File: src/rtl/trig_fl_pkg.sv
// Shared widths, quadrant type and the quarter-wave unfold helper for the trig
// expansion front/back end.
package trig_fl_pkg;

    localparam int IN_W  = 16;
    localparam int LUT_W = 16;
    localparam int IDX_W = 6;
    localparam int PH_W  = 7;
    localparam int OUT_W = 17;

    localparam logic [LUT_W-1:0] Q15_ONE = 16'h8000;

    typedef enum logic [1:0] {Q0, Q1, Q2, Q3} quad_e;

    typedef struct packed {
        logic signed [OUT_W-1:0] sin_v;
        logic signed [OUT_W-1:0] cos_v;
    } sc_t;

    // Maps first-quadrant sin/cos (unsigned Q1.15) back to the full circle.
    // Negation happens in OUT_W, so -1.0 becomes 17'h18000 and -0 stays 0.
    function automatic sc_t unfold(input quad_e q,
                                   input logic [LUT_W-1:0] s,
                                   input logic [LUT_W-1:0] c);
        logic signed [OUT_W-1:0] sp;
        logic signed [OUT_W-1:0] cp;
        sc_t r;
        sp = {1'b0, s};
        cp = {1'b0, c};
        r  = '0;
        case (q)
            Q0: begin r.sin_v = sp;  r.cos_v = cp;  end
            Q1: begin r.sin_v = cp;  r.cos_v = -sp; end
            Q2: begin r.sin_v = -sp; r.cos_v = -cp; end
            Q3: begin r.sin_v = -cp; r.cos_v = sp;  end
        endcase
        return r;
    endfunction

endpackage

File: src/rtl/trig_expansion_fold_if.sv
// Sample-in / expansion-out stream bundle of the trig expansion fold block.
// Both directions use valid/ready: a transfer happens on a rising clk edge
// where valid and ready are both 1; the source holds valid and data stable
// until that edge, and ready may depend combinationally on the sink's state.
interface trig_expansion_fold_if;

    logic                                  in_valid;
    logic                                  in_ready;
    logic        [trig_fl_pkg::IN_W-1:0]   x_in;
    logic                                  out_valid;
    logic                                  out_ready;
    logic signed [trig_fl_pkg::OUT_W-1:0]  sin_k1;
    logic signed [trig_fl_pkg::OUT_W-1:0]  sin_k2;
    logic signed [trig_fl_pkg::OUT_W-1:0]  sin_k3;
    logic signed [trig_fl_pkg::OUT_W-1:0]  cos_k1;
    logic signed [trig_fl_pkg::OUT_W-1:0]  cos_k2;
    logic signed [trig_fl_pkg::OUT_W-1:0]  cos_k3;

    modport slave (
        input  in_valid, x_in, out_ready,
        output in_ready, out_valid,
        output sin_k1, sin_k2, sin_k3, cos_k1, cos_k2, cos_k3
    );

    modport master (
        output in_valid, x_in, out_ready,
        input  in_ready, out_valid,
        input  sin_k1, sin_k2, sin_k3, cos_k1, cos_k2, cos_k3
    );

endinterface

File: src/rtl/phase_fold.sv
// Forms the rounded phase of harmonic K of a Q1.15 sample in pi/64 steps and
// splits it into quadrant and first-quadrant offset.
module phase_fold
    import trig_fl_pkg::*;
#(
    parameter int K = 1
) (
    input  logic [IN_W-1:0] x,
    output quad_e           q,
    output logic [4:0]      o
);

    logic signed [17:0]     prod;
    logic signed [17:0]     sum;
    logic        [PH_W-1:0] ph;

    // |K*x| <= 98304 fits in 18 signed bits; +256 rounds to the nearest pi/64.
    assign prod = $signed({{2{x[IN_W-1]}}, x}) * $signed(18'(K));
    assign sum  = prod + 18'sd256;
    assign ph   = PH_W'(sum >>> 9);

    assign q = quad_e'(ph[6:5]);
    assign o = ph[4:0];

endmodule

File: src/rtl/trig_expansion_fold.sv
// Two-stage pipeline around a combinational quarter-wave sin/cos LUT: stage 0
// folds the phases of x, 2x, 3x; stage 1 unfolds the LUT returns to full range.
module trig_expansion_fold
    import trig_fl_pkg::*;
(
    input  logic                    clk,
    input  logic                    rst_n,
    trig_expansion_fold_if.slave    bus,
    output logic [IDX_W-1:0]        lut_idx1,
    output logic [IDX_W-1:0]        lut_idx2,
    output logic [IDX_W-1:0]        lut_idx3,
    input  logic [LUT_W-1:0]        lut_sin1,
    input  logic [LUT_W-1:0]        lut_sin2,
    input  logic [LUT_W-1:0]        lut_sin3,
    input  logic [LUT_W-1:0]        lut_cos1,
    input  logic [LUT_W-1:0]        lut_cos2,
    input  logic [LUT_W-1:0]        lut_cos3
);

    localparam int NH = 3;

    logic             adv;
    quad_e            q_c [NH];
    logic [4:0]       o_c [NH];

    logic             s0_valid;
    quad_e            q_r [NH];
    logic [4:0]       o_r [NH];

    logic             out_valid_r;
    sc_t              sc_r [NH];

    logic [LUT_W-1:0] s_in [NH];
    logic [LUT_W-1:0] c_in [NH];

    // The whole pipe moves together; it only freezes when the output is blocked.
    assign adv          = !out_valid_r || bus.out_ready;
    assign bus.in_ready = adv;

    for (genvar g = 0; g < NH; g++) begin : g_fold
        phase_fold #(.K(g + 1)) u_fold (
            .x (bus.x_in),
            .q (q_c[g]),
            .o (o_c[g])
        );
    end

    always_ff @(posedge clk or negedge rst_n) begin
        if (!rst_n) begin
            s0_valid <= 1'b0;
            for (int i = 0; i < NH; i++) begin
                q_r[i] <= Q0;
                o_r[i] <= '0;
            end
        end else if (adv) begin
            s0_valid <= bus.in_valid;
            if (bus.in_valid) begin
                for (int i = 0; i < NH; i++) begin
                    q_r[i] <= q_c[i];
                    o_r[i] <= o_c[i];
                end
            end
        end
    end

    // Offsets are 0..31 so the LUT's index 32 is never needed.
    assign lut_idx1 = {1'b0, o_r[0]};
    assign lut_idx2 = {1'b0, o_r[1]};
    assign lut_idx3 = {1'b0, o_r[2]};

    assign s_in[0] = lut_sin1;
    assign s_in[1] = lut_sin2;
    assign s_in[2] = lut_sin3;
    assign c_in[0] = lut_cos1;
    assign c_in[1] = lut_cos2;
    assign c_in[2] = lut_cos3;

    always_ff @(posedge clk or negedge rst_n) begin
        if (!rst_n) begin
            out_valid_r <= 1'b0;
            for (int i = 0; i < NH; i++) begin
                sc_r[i] <= '0;
            end
        end else if (adv) begin
            out_valid_r <= s0_valid;
            for (int i = 0; i < NH; i++) begin
                sc_r[i] <= unfold(q_r[i], s_in[i], c_in[i]);
            end
        end
    end

    assign bus.out_valid = out_valid_r;
    assign bus.sin_k1    = sc_r[0].sin_v;
    assign bus.sin_k2    = sc_r[1].sin_v;
    assign bus.sin_k3    = sc_r[2].sin_v;
    assign bus.cos_k1    = sc_r[0].cos_v;
    assign bus.cos_k2    = sc_r[1].cos_v;
    assign bus.cos_k3    = sc_r[2].cos_v;

endmodule

File: src/flat_wrapper.sv
// flat-port wrapper written by rule: the top's interface ports become plain ports
module trig_expansion_fold_flat import trig_fl_pkg::*;
  (clk, rst_n, lut_idx1, lut_idx2, lut_idx3, lut_sin1, lut_sin2, lut_sin3, lut_cos1, lut_cos2, lut_cos3, bus_in_valid, bus_x_in, bus_out_ready, bus_in_ready, bus_out_valid, bus_sin_k1, bus_sin_k2, bus_sin_k3, bus_cos_k1, bus_cos_k2, bus_cos_k3);
  trig_expansion_fold_if bus_i ();
  input  logic clk;
  input  logic rst_n;
  output logic [IDX_W-1:0] lut_idx1;
  output logic [IDX_W-1:0] lut_idx2;
  output logic [IDX_W-1:0] lut_idx3;
  input  logic [LUT_W-1:0] lut_sin1;
  input  logic [LUT_W-1:0] lut_sin2;
  input  logic [LUT_W-1:0] lut_sin3;
  input  logic [LUT_W-1:0] lut_cos1;
  input  logic [LUT_W-1:0] lut_cos2;
  input  logic [LUT_W-1:0] lut_cos3;
  input wire logic [$bits(bus_i.in_valid)-1:0] bus_in_valid;
  input wire logic [$bits(bus_i.x_in)-1:0] bus_x_in;
  input wire logic [$bits(bus_i.out_ready)-1:0] bus_out_ready;
  output wire logic [$bits(bus_i.in_ready)-1:0] bus_in_ready;
  output wire logic [$bits(bus_i.out_valid)-1:0] bus_out_valid;
  output wire logic [$bits(bus_i.sin_k1)-1:0] bus_sin_k1;
  output wire logic [$bits(bus_i.sin_k2)-1:0] bus_sin_k2;
  output wire logic [$bits(bus_i.sin_k3)-1:0] bus_sin_k3;
  output wire logic [$bits(bus_i.cos_k1)-1:0] bus_cos_k1;
  output wire logic [$bits(bus_i.cos_k2)-1:0] bus_cos_k2;
  output wire logic [$bits(bus_i.cos_k3)-1:0] bus_cos_k3;
  assign bus_i.in_valid = bus_in_valid;
  assign bus_i.x_in = bus_x_in;
  assign bus_i.out_ready = bus_out_ready;
  assign bus_in_ready = bus_i.in_ready;
  assign bus_out_valid = bus_i.out_valid;
  assign bus_sin_k1 = bus_i.sin_k1;
  assign bus_sin_k2 = bus_i.sin_k2;
  assign bus_sin_k3 = bus_i.sin_k3;
  assign bus_cos_k1 = bus_i.cos_k1;
  assign bus_cos_k2 = bus_i.cos_k2;
  assign bus_cos_k3 = bus_i.cos_k3;
  trig_expansion_fold u_core (.clk(clk), .rst_n(rst_n), .bus(bus_i), .lut_idx1(lut_idx1), .lut_idx2(lut_idx2), .lut_idx3(lut_idx3), .lut_sin1(lut_sin1), .lut_sin2(lut_sin2), .lut_sin3(lut_sin3), .lut_cos1(lut_cos1), .lut_cos2(lut_cos2), .lut_cos3(lut_cos3));
endmodule
File: config.mk
export PLATFORM = sky130hd
export DESIGN_NAME = trig_expansion_fold_flat
export DESIGN_NICKNAME = d
export VERILOG_FILES = /design/src/rtl/trig_fl_pkg.sv /design/src/rtl/trig_expansion_fold_if.sv /design/src/rtl/phase_fold.sv /design/src/rtl/trig_expansion_fold.sv /design/src/flat_wrapper.sv
export SDC_FILE = /design/constraint.sdc
export NUM_CORES = 1
export LEC_CHECK = 0
export ABC_AREA = 0
export ABC_CLOCK_PERIOD_IN_PS = 4600
export CORE_AREA = 10 10 154 156
export CTS_CLUSTER_SIZE = 16
export DETAILED_ROUTE_END_ITERATION = 12
export DIE_AREA = 0 0 164 166
export PLACE_DENSITY = 0.91
export SETUP_SLACK_MARGIN = 0.5
export SLEW_MARGIN = 20
export SYNTH_ARGS = -nofsm -noshare
export SYNTH_HDL_FRONTEND = slang
export SYNTH_SLANG_ARGS = --single-unit
File: constraint.sdc
create_clock -name clk -period 4.6 [get_ports clk]
set_clock_uncertainty 0.05 [all_clocks]
set_input_delay 0.92 -clock clk [delete_from_list [all_inputs] [get_ports clk]]
set_output_delay 0.92 -clock clk [all_outputs]
set_load 0.02 [all_outputs]
==> summary.md, run 1 <==
| Metric | Value |
|---|---|
| CTS Buffer Depth | 2 |
| Setup bufs post-CTS | 0 |
| Number of enable-type register cells in the synthesized netlist | 0 |
| Final min period | 3.390 ns |
| Avg Synthesized Cell Area | 8.577 sq um |
| Area occupied by multi-input gates | 6521 sq um |
| Mean routed wirelength per cell | 19.40 um |
| Worst endpoint data arrival time | 3.62 ns |
| Top Ports | 238 |
| Cell with the largest stage delay on the worst path | clkdlybuf4s50_1 |
| Final-stage net count | 1522 |
| Die X | 164 um |
| Buffers on Ports | 234 |
| Number of antenna violations at the first check in global routing | 2 |
| Count of max-cap constraint violations | 0 |
| DIE HEIGHT | 166 um |
| Number of instances in the synthesized netlist | 1192 |
| Vias per cell | 6.159 |
| PwrDens | 426.4 nW/um^2 |
| CTS root buf | clkbuf_16 |
| Total routed wirelength | 32.07 mm |
| Wire length of the first global-routing pass | 51.59 mm |
| Crit path required time | 4.83 ns |
| Share of synthesized area occupied by flip-flops and latches | 30.60% |
| Number of cells in the finished layout apart from fillers | 1653 |
| Synth area leader | dfrtp_1 |
| Min-delay worst type | register to register |
| Yosys warns | 0 |
| Grt total ovfl | 0 |
| Setup violations, final | 0 |
| Overall routing resource usage | 22.96% |
| Pre-Repair DR Iteration Count | 5 |
| Detailed Route Iter0 Violations | 849 |
| Overall die area | 27220 sq um |
| Clock tree from TritonCTS | yes |
| Number of hold buffers added after CTS | 0 |
| Worst Path Max Fanout | 8 |
| Routability-driven placement congestion ratio | 0.9332 |
| Worst-path cell chain | clkdlybuf4s50_1 > ha_1 > inv_1 > ha_1 > ha_1 > a211o_1 > o41ai_1 > buf_4 > o21bai_1 > a211oi_1 > o31ai_1 |
| Filler instances | 1736 |
| Largest stage delay on the critical path | 0.64 ns |
| Setup repair after global routing missed its margin | false |
| Fraction of final layout cells with drive strength greater than 1 | 8.794% |
| Post-CTS sizing | 0 |
| CTS clock-pin slew for the worst setup and hold paths | 0.06 ns |
| Reg area | 3132 sq um |
| Post-synthesis cell area | 10220 sq um |
| Relative slew slack | 29.45% |
| Critical Setup Path Class | input port to register |
| Clock buffers created by TritonCTS | 17 |
| Main flop type after synthesis | dfrtp_1 |
| Clock latency reported for the late side of the worst-skew pair | 0.42 ns |
| Final hold viol count | 0 |
| Worst Setup End Kind | register |
| Most frequent cell after synthesis | nand2_1 |
| Buf+Inv Stages, Crit Path | 3 |
| DRC viols | 0 |
| H-tree depth | 4 |
| Maximum number of pins on one net before global-route repair | 93 |
| Proportion of netlist area held by the largest area contributor | 30.60% |
| Async S/R FF share, synth | 100.0% |
| Routed vias | 10181 |
| Actual slew at the worst max-slew pin | 1.052 ns |
| Final worst-path cycle share | 73.69% |
| Clock Sink Count | 125 |
| Synthesis-to-layout area growth | 28.60% |
| Core outline area | 20690 sq um |
| HPWL after DPL | 23.80 mm |
| Final antenna-violating net count | 0 |
| Largest delay share family, worst path | compound AO/OA/AOI/OAI gates |
| Static power due to leakage | 5.224 nW |
| Cell types with the largest area share after synthesis | dfrtp_1 31%, mux4_2 8.6%, nand2_1 6.5% |
| Kind of start point of the critical path | input port |
| Row cnt | 53 |
| Summed negative setup slack over all endpoints | 0 ns |
| Initial standard-cell utilization of the core | 49.41% |
| List of most frequent post-synthesis cells | 176 x nand2_1, 125 x dfrtp_1, 101 x o21ai_0, 99 x nor2_1, 65 x clkbuf_1 |
| Run status | finished clean |
| Number of placed instances with taps included | 1619 |
| Distinct cells, synth | 77 |
| Upper clock frequency limit | 295.0 MHz |
| Final max-slew violation count | 0 |
| Most used cell along the critical path | ha_1 |
| Register bit count reported by yosys | 125 |
| Maximum ir drop on the vdd rail | 258.0 uV |
| Via count of the first global-routing pass | 9848 |
[where the power goes]
part	internal (mW)	switching (mW)	leakage, nW
Clock	0.814	0.541	0.276
Sequential	1.42	0.196	1.48
Combinational	1.21	1.43	3.47
[sequential cells by signal (all words and copies together), names as in the netlist]
register,cells
u_core.bus.cos_k1,17
u_core.bus.cos_k2,17
u_core.bus.cos_k3,17
u_core.bus.out_valid,1
u_core.bus.sin_k1,17
u_core.bus.sin_k2,17
u_core.bus.sin_k3,17
u_core.lut_idx1,5
u_core.lut_idx2,5
u_core.lut_idx3,5
u_core.q_r,6
u_core.s0_valid,1
[stage by stage]
stage,area [sq um],total power [mW],setup slack (ns),hold WS (ns),util (%)
CTS,13140,5.635,1.208,0.4192,63.51
finish,13150,5.606,1.210,0.4150,63.55
detailed placement,12560,4.268,0.7846,0.4058,60.69
floorplan,10230,3.158,1.323,0.3846,-
global placement,12560,4.203,0.7932,0.3936,60.69
global route,13150,5.912,0.9859,0.4318,63.55
[kinds of logic (layout without fill, tap and decap cells)]
kind of cell	count (synthesis)	in the layout	synth area share, %
flops	125	125	30.60
buf+inv	127	309	5.789
xor+xnor	53	53	4.540
mux	79	79	13.12
simple gates	459	459	21.33
other cells	1	5	0.03668
compound gates	305	305	19.32
fa+ha+maj	43	43	5.263
[tightest hold or removal path, stage by stage, from the launching register on]
cell and delay, ns:
dfrtp_1 0.34, nand2_1 0.05, nand2_1 0.05
[cells in the final DEF, fill, tap and decap left out, types with 17 or more instances in the layout]
cell	netlist	routed
dfrtp_1	125	122
xor2_1	24	24
nand2_1	176	175
clkbuf_16	0	17
mux2i_1	26	26
inv_1	25	25
mux4_2	39	39
or3_1	21	21
nand3_1	39	39
nor3_1	35	35
clkdlybuf4s50_1	0	233
xnor2_1	29	29
ha_1	43	43
o21ai_0	101	101
a21oi_1	57	57
nor2_1	99	99
[path summary, 6_finish.rpt]
| path | from | end | slack (ns) | depth (start not counted) |
|---|---|---|---|---|
| max in group asynchronous | rst_n | u_core.bus.sin_k2[10] | 3.17 | 2 |
| max | bus_x_in[7] | u_core.lut_idx3[4] | 1.21 | 11 |
| min reg2reg | u_core.bus.cos_k3[1] | u_core.bus.cos_k3[1] | 0.42 | 2 |
| min in group asynchronous | rst_n | u_core.bus.cos_k1[0] | 0.48 | 1 |
| min | u_core.bus.cos_k3[1] | u_core.bus.cos_k3[1] | 0.42 | 2 |
| max reg2reg | u_core.q_r[2] | u_core.bus.sin_k2[11] | 2.07 | 4 |
[cell type report]
class,count,area share (%)
diodes,2,0.03807
multi-input cells,942,49.60
repair buffers,247,18.63
flip-flops and latches,125,23.82
clock inverters,13,1.066
well taps,275,2.617
inverters,30,0.8565
clock buffers,19,3.369
[layer usage]
metal  vias to the layer above  GRT usage, %  wire, um  share of wire (%)
li1                       4769             -         -                  -
met1                      4899         29.62     13330                 42
met2                       452         36.68     15100                 47
met3                        61         4.611      2604                8.1
met4                         0         9.483      1035                3.2
met5                         -             0         0                  0
Note: power is estimated with default switching activity, not from simulation.
==> inputs of run 2 (changes only) <==
--- a/config.mk
+++ b/config.mk
@@ -6,12 +6,12 @@
 export NUM_CORES = 1
 export LEC_CHECK = 0
 export ABC_AREA = 0
-export ABC_CLOCK_PERIOD_IN_PS = 4600
-export CORE_AREA = 10 10 154 156
+export ABC_CLOCK_PERIOD_IN_PS = 2950
+export CORE_AREA = 10 10 159 161
 export CTS_CLUSTER_SIZE = 16
 export DETAILED_ROUTE_END_ITERATION = 12
-export DIE_AREA = 0 0 164 166
-export PLACE_DENSITY = 0.91
+export DIE_AREA = 0 0 169 171
+export PLACE_DENSITY = 0.9
 export SETUP_SLACK_MARGIN = 0.5
 export SLEW_MARGIN = 20
 export SYNTH_ARGS = -nofsm -noshare
==> constraint.sdc (replaced) <==
create_clock -name clk -period 2.95 [get_ports clk]
set_clock_uncertainty 0.05 [all_clocks]
set_input_delay 0.59 -clock clk [delete_from_list [all_inputs] [get_ports clk]]
set_output_delay 0.59 -clock clk [all_outputs]
set_load 0.02 [all_outputs]
==> run 2 against run 1 <==
Flip-flop and latch count unchanged. Sequential power rose by 57%. Count of clock-buffer cells in the layout up 3. Non-clock buffer count is 129 higher. Total power grew 64%. Routed wire length is 17% higher. Critical endpoint is now u_core.bus.cos_k3[6]. Largest cell class unchanged.
==> summary.md, run 2 (synthesized netlist as in run 1, its figures left out) <==
| Metric | Value |
|---|---|
| Wire length of the first global-routing pass | 57.95 mm |
| Row cnt | 55 |
| Mean routed wirelength per cell | 20.99 um |
| Fraction of final layout cells with drive strength greater than 1 | 24.04% |
| Clock tree from TritonCTS | yes |
| Static power due to leakage | 6.214 nW |
| Final-stage net count | 1652 |
| Top Ports | 238 |
| Diodes inserted | 0 |
| Die X | 169 um |
| Maximum number of pins on one net before global-route repair | 129 |
| Run status | finished clean |
| Overall power | 9.206 mW |
| Grt total ovfl | 0 |
| Worst Setup End Kind | register |
| Worst Path Max Fanout | 6 |
| End of the worst register-to-register path | u_core.bus.sin_k1[11] |
| Clock latency reported for the late side of the worst-skew pair | 0.42 ns |
| R2r startpoint | u_core.q_r[5] |
| Routability-driven placement congestion ratio | 0.9306 |
| Number of antenna violations at the first check in global routing | 0 |
| H-tree depth | 4 |
| DRC viols | 0 |
| CTS clock-pin slew for the worst setup and hold paths | 0.07 ns |
| Pre-Repair DR Iteration Count | 8 |
| Final hold viol count | 0 |
| Number of cells in the finished layout apart from fillers | 1791 |
| Worst endpoint data arrival time | 2.68 ns |
| Setup repair after global routing missed its margin | true |
| Clock buffers created by TritonCTS | 17 |
| Number of placed instances with taps included | 1746 |
| Clock Sink Count | 125 |
| Kind of start point of the critical path | input port |
| Filler instances | 1643 |
| Final max-slew violation count | 0 |
| Core outline area | 22230 sq um |
| Routed vias | 11161 |
| Upper clock frequency limit | 409.8 MHz |
| Path depth of the worst reg2reg path | 5 |
| Most used cells in the layout excluding fill and tap cells | 186 x clkdlybuf4s50_1, 176 x nand2_1, 134 x buf_4 |
| Summed negative setup slack over all endpoints | 0 ns |
| Vias per cell | 6.232 |
| Total routed wirelength | 37.59 mm |
| Initial standard-cell utilization of the core | 45.99% |
| Final min period | 2.440 ns |
| Maximum ir drop on the vdd rail | 341.4 uV |
| HPWL after DPL | 26.19 mm |
| Final worst-path cycle share | 82.71% |
| CTS root buf | clkbuf_16 |
| Actual slew at the worst max-slew pin | 0.8127 ns |
| DIE HEIGHT | 171 um |
| Overall routing resource usage | 24.59% |
| Relative slew slack | 45.82% |
| Setup violations, final | 0 |
| Count of max-cap constraint violations | 0 |
| Final antenna-violating net count | 0 |
| Buffers on Ports | 234 |
| Detailed Route Iter0 Violations | 1048 |
| Via count of the first global-routing pass | 10893 |
| Min-delay worst type | input port to async pin |
| R2R Setup Slk | 0.75 ns |
| Overall die area | 28900 sq um |
| CTS Buffer Depth | 2 |
| Synthesis-to-layout area growth | 46.36% |
| Crit path required time | 3.19 ns |
| PwrDens | 615.3 nW/um^2 |
| Most frequent standard cell in the layout excluding fill and tap cells | clkdlybuf4s50_1 |
| Critical Setup Path Class | input port to register |
==> run 2: cell count changes in the layout (fill, tap and decap cells not counted), moves of 13 or more <==
cell	change
buf_4	+121
clkdlybuf4s50_1	-47
dlygate4sd2_1	+16
dlymetal6s2s_1	+18
ha_1	-27
ha_4	+20
or3_4	+13
==> run 2: worst max-delay path, cell delays in order <==
cell and delay (ns):
clkdlybuf4s50_1 0.54, or3b_4 0.48, nor3_4 0.22, nor2_1 0.08
mux4_2 0.51, a31oi_4 0.16, a21oi_1 0.08
==> run 2: report_power, final <==
part / total (mW) / switching (mW) / internal (mW)
logic: 4.53 / 2.43 / 2.10
registers: 2.54 / 0.328 / 2.21
clock network: 2.13 / 0.846 / 1.29
total: 9.21 / 3.60 / 5.61
==> run 2: metal layers <==
metal | GRT usage, % | routed length (um) | up-vias
met5 | 0 | 0 | -
met2 | 41.88 | 18710 | 624
li1 | - | - | 5005
met4 | 9.981 | 1423 | 0
met3 | 5.552 | 3102 | 114
met1 | 29.45 | 14350 | 5418
==> run 2: layout make-up <==
type | instances | area [sq um] | area share (%)
Clock buffer | 22 | 464.2 | 3.102
Clock inverter | 10 | 115.1 | 0.7693
Inverter | 30 | 120.1 | 0.8027
Multi-Input combinational cell | 943 | 7306 | 48.83
Sequential cell | 125 | 3132 | 20.93
Tap cell | 285 | 356.6 | 2.383
Timing Repair Buffer | 376 | 3470 | 23.19
==> run 2: what timing repair did <==
item,4_1_cts,5_1_grt
hold buffers,0,0
gates resized for setup,105,89
gates cloned,1,0
setup endpoints to repair,47,57
pin swaps,34,42
setup buffers,4,8
==> run 2: how the worst max path moves through the flow <==
| stage | depth (start not counted) | start | slack (ns) | to |
|---|---|---|---|---|
| after global placement | 10 | bus_x_in[6] | -0.39 | u_core.q_r[1] |
| after CTS | 10 | bus_x_in[11] | 0.45 | u_core.q_r[1] |
| after floorplan | 10 | bus_x_in[6] | 0.37 | u_core.lut_idx3[4] |
| final | 7 | lut_sin3[3] | 0.51 | u_core.bus.cos_k3[6] |
| after detailed placement | 10 | bus_x_in[6] | -0.45 | u_core.q_r[1] |
| after global routing | 8 | lut_sin3[3] | 0.42 | u_core.bus.cos_k3[13] |
==> run 2: metrics by stage <==
step / setup WS (ns) / instance area [sq um] / hold slack, ns / util, %
finish: 0.5100 / 14960 / 0.1386 / 67.32
global route: 0.4224 / 14960 / 0.2177 / 67.32
CTS: 0.4523 / 14570 / 0.2024 / 65.54
detailed placement: -0.4456 / 13710 / 0.4046 / 61.67
global placement: -0.3938 / 13710 / 0.3995 / 61.67
floorplan: 0.3742 / 10440 / 0.2444 / -
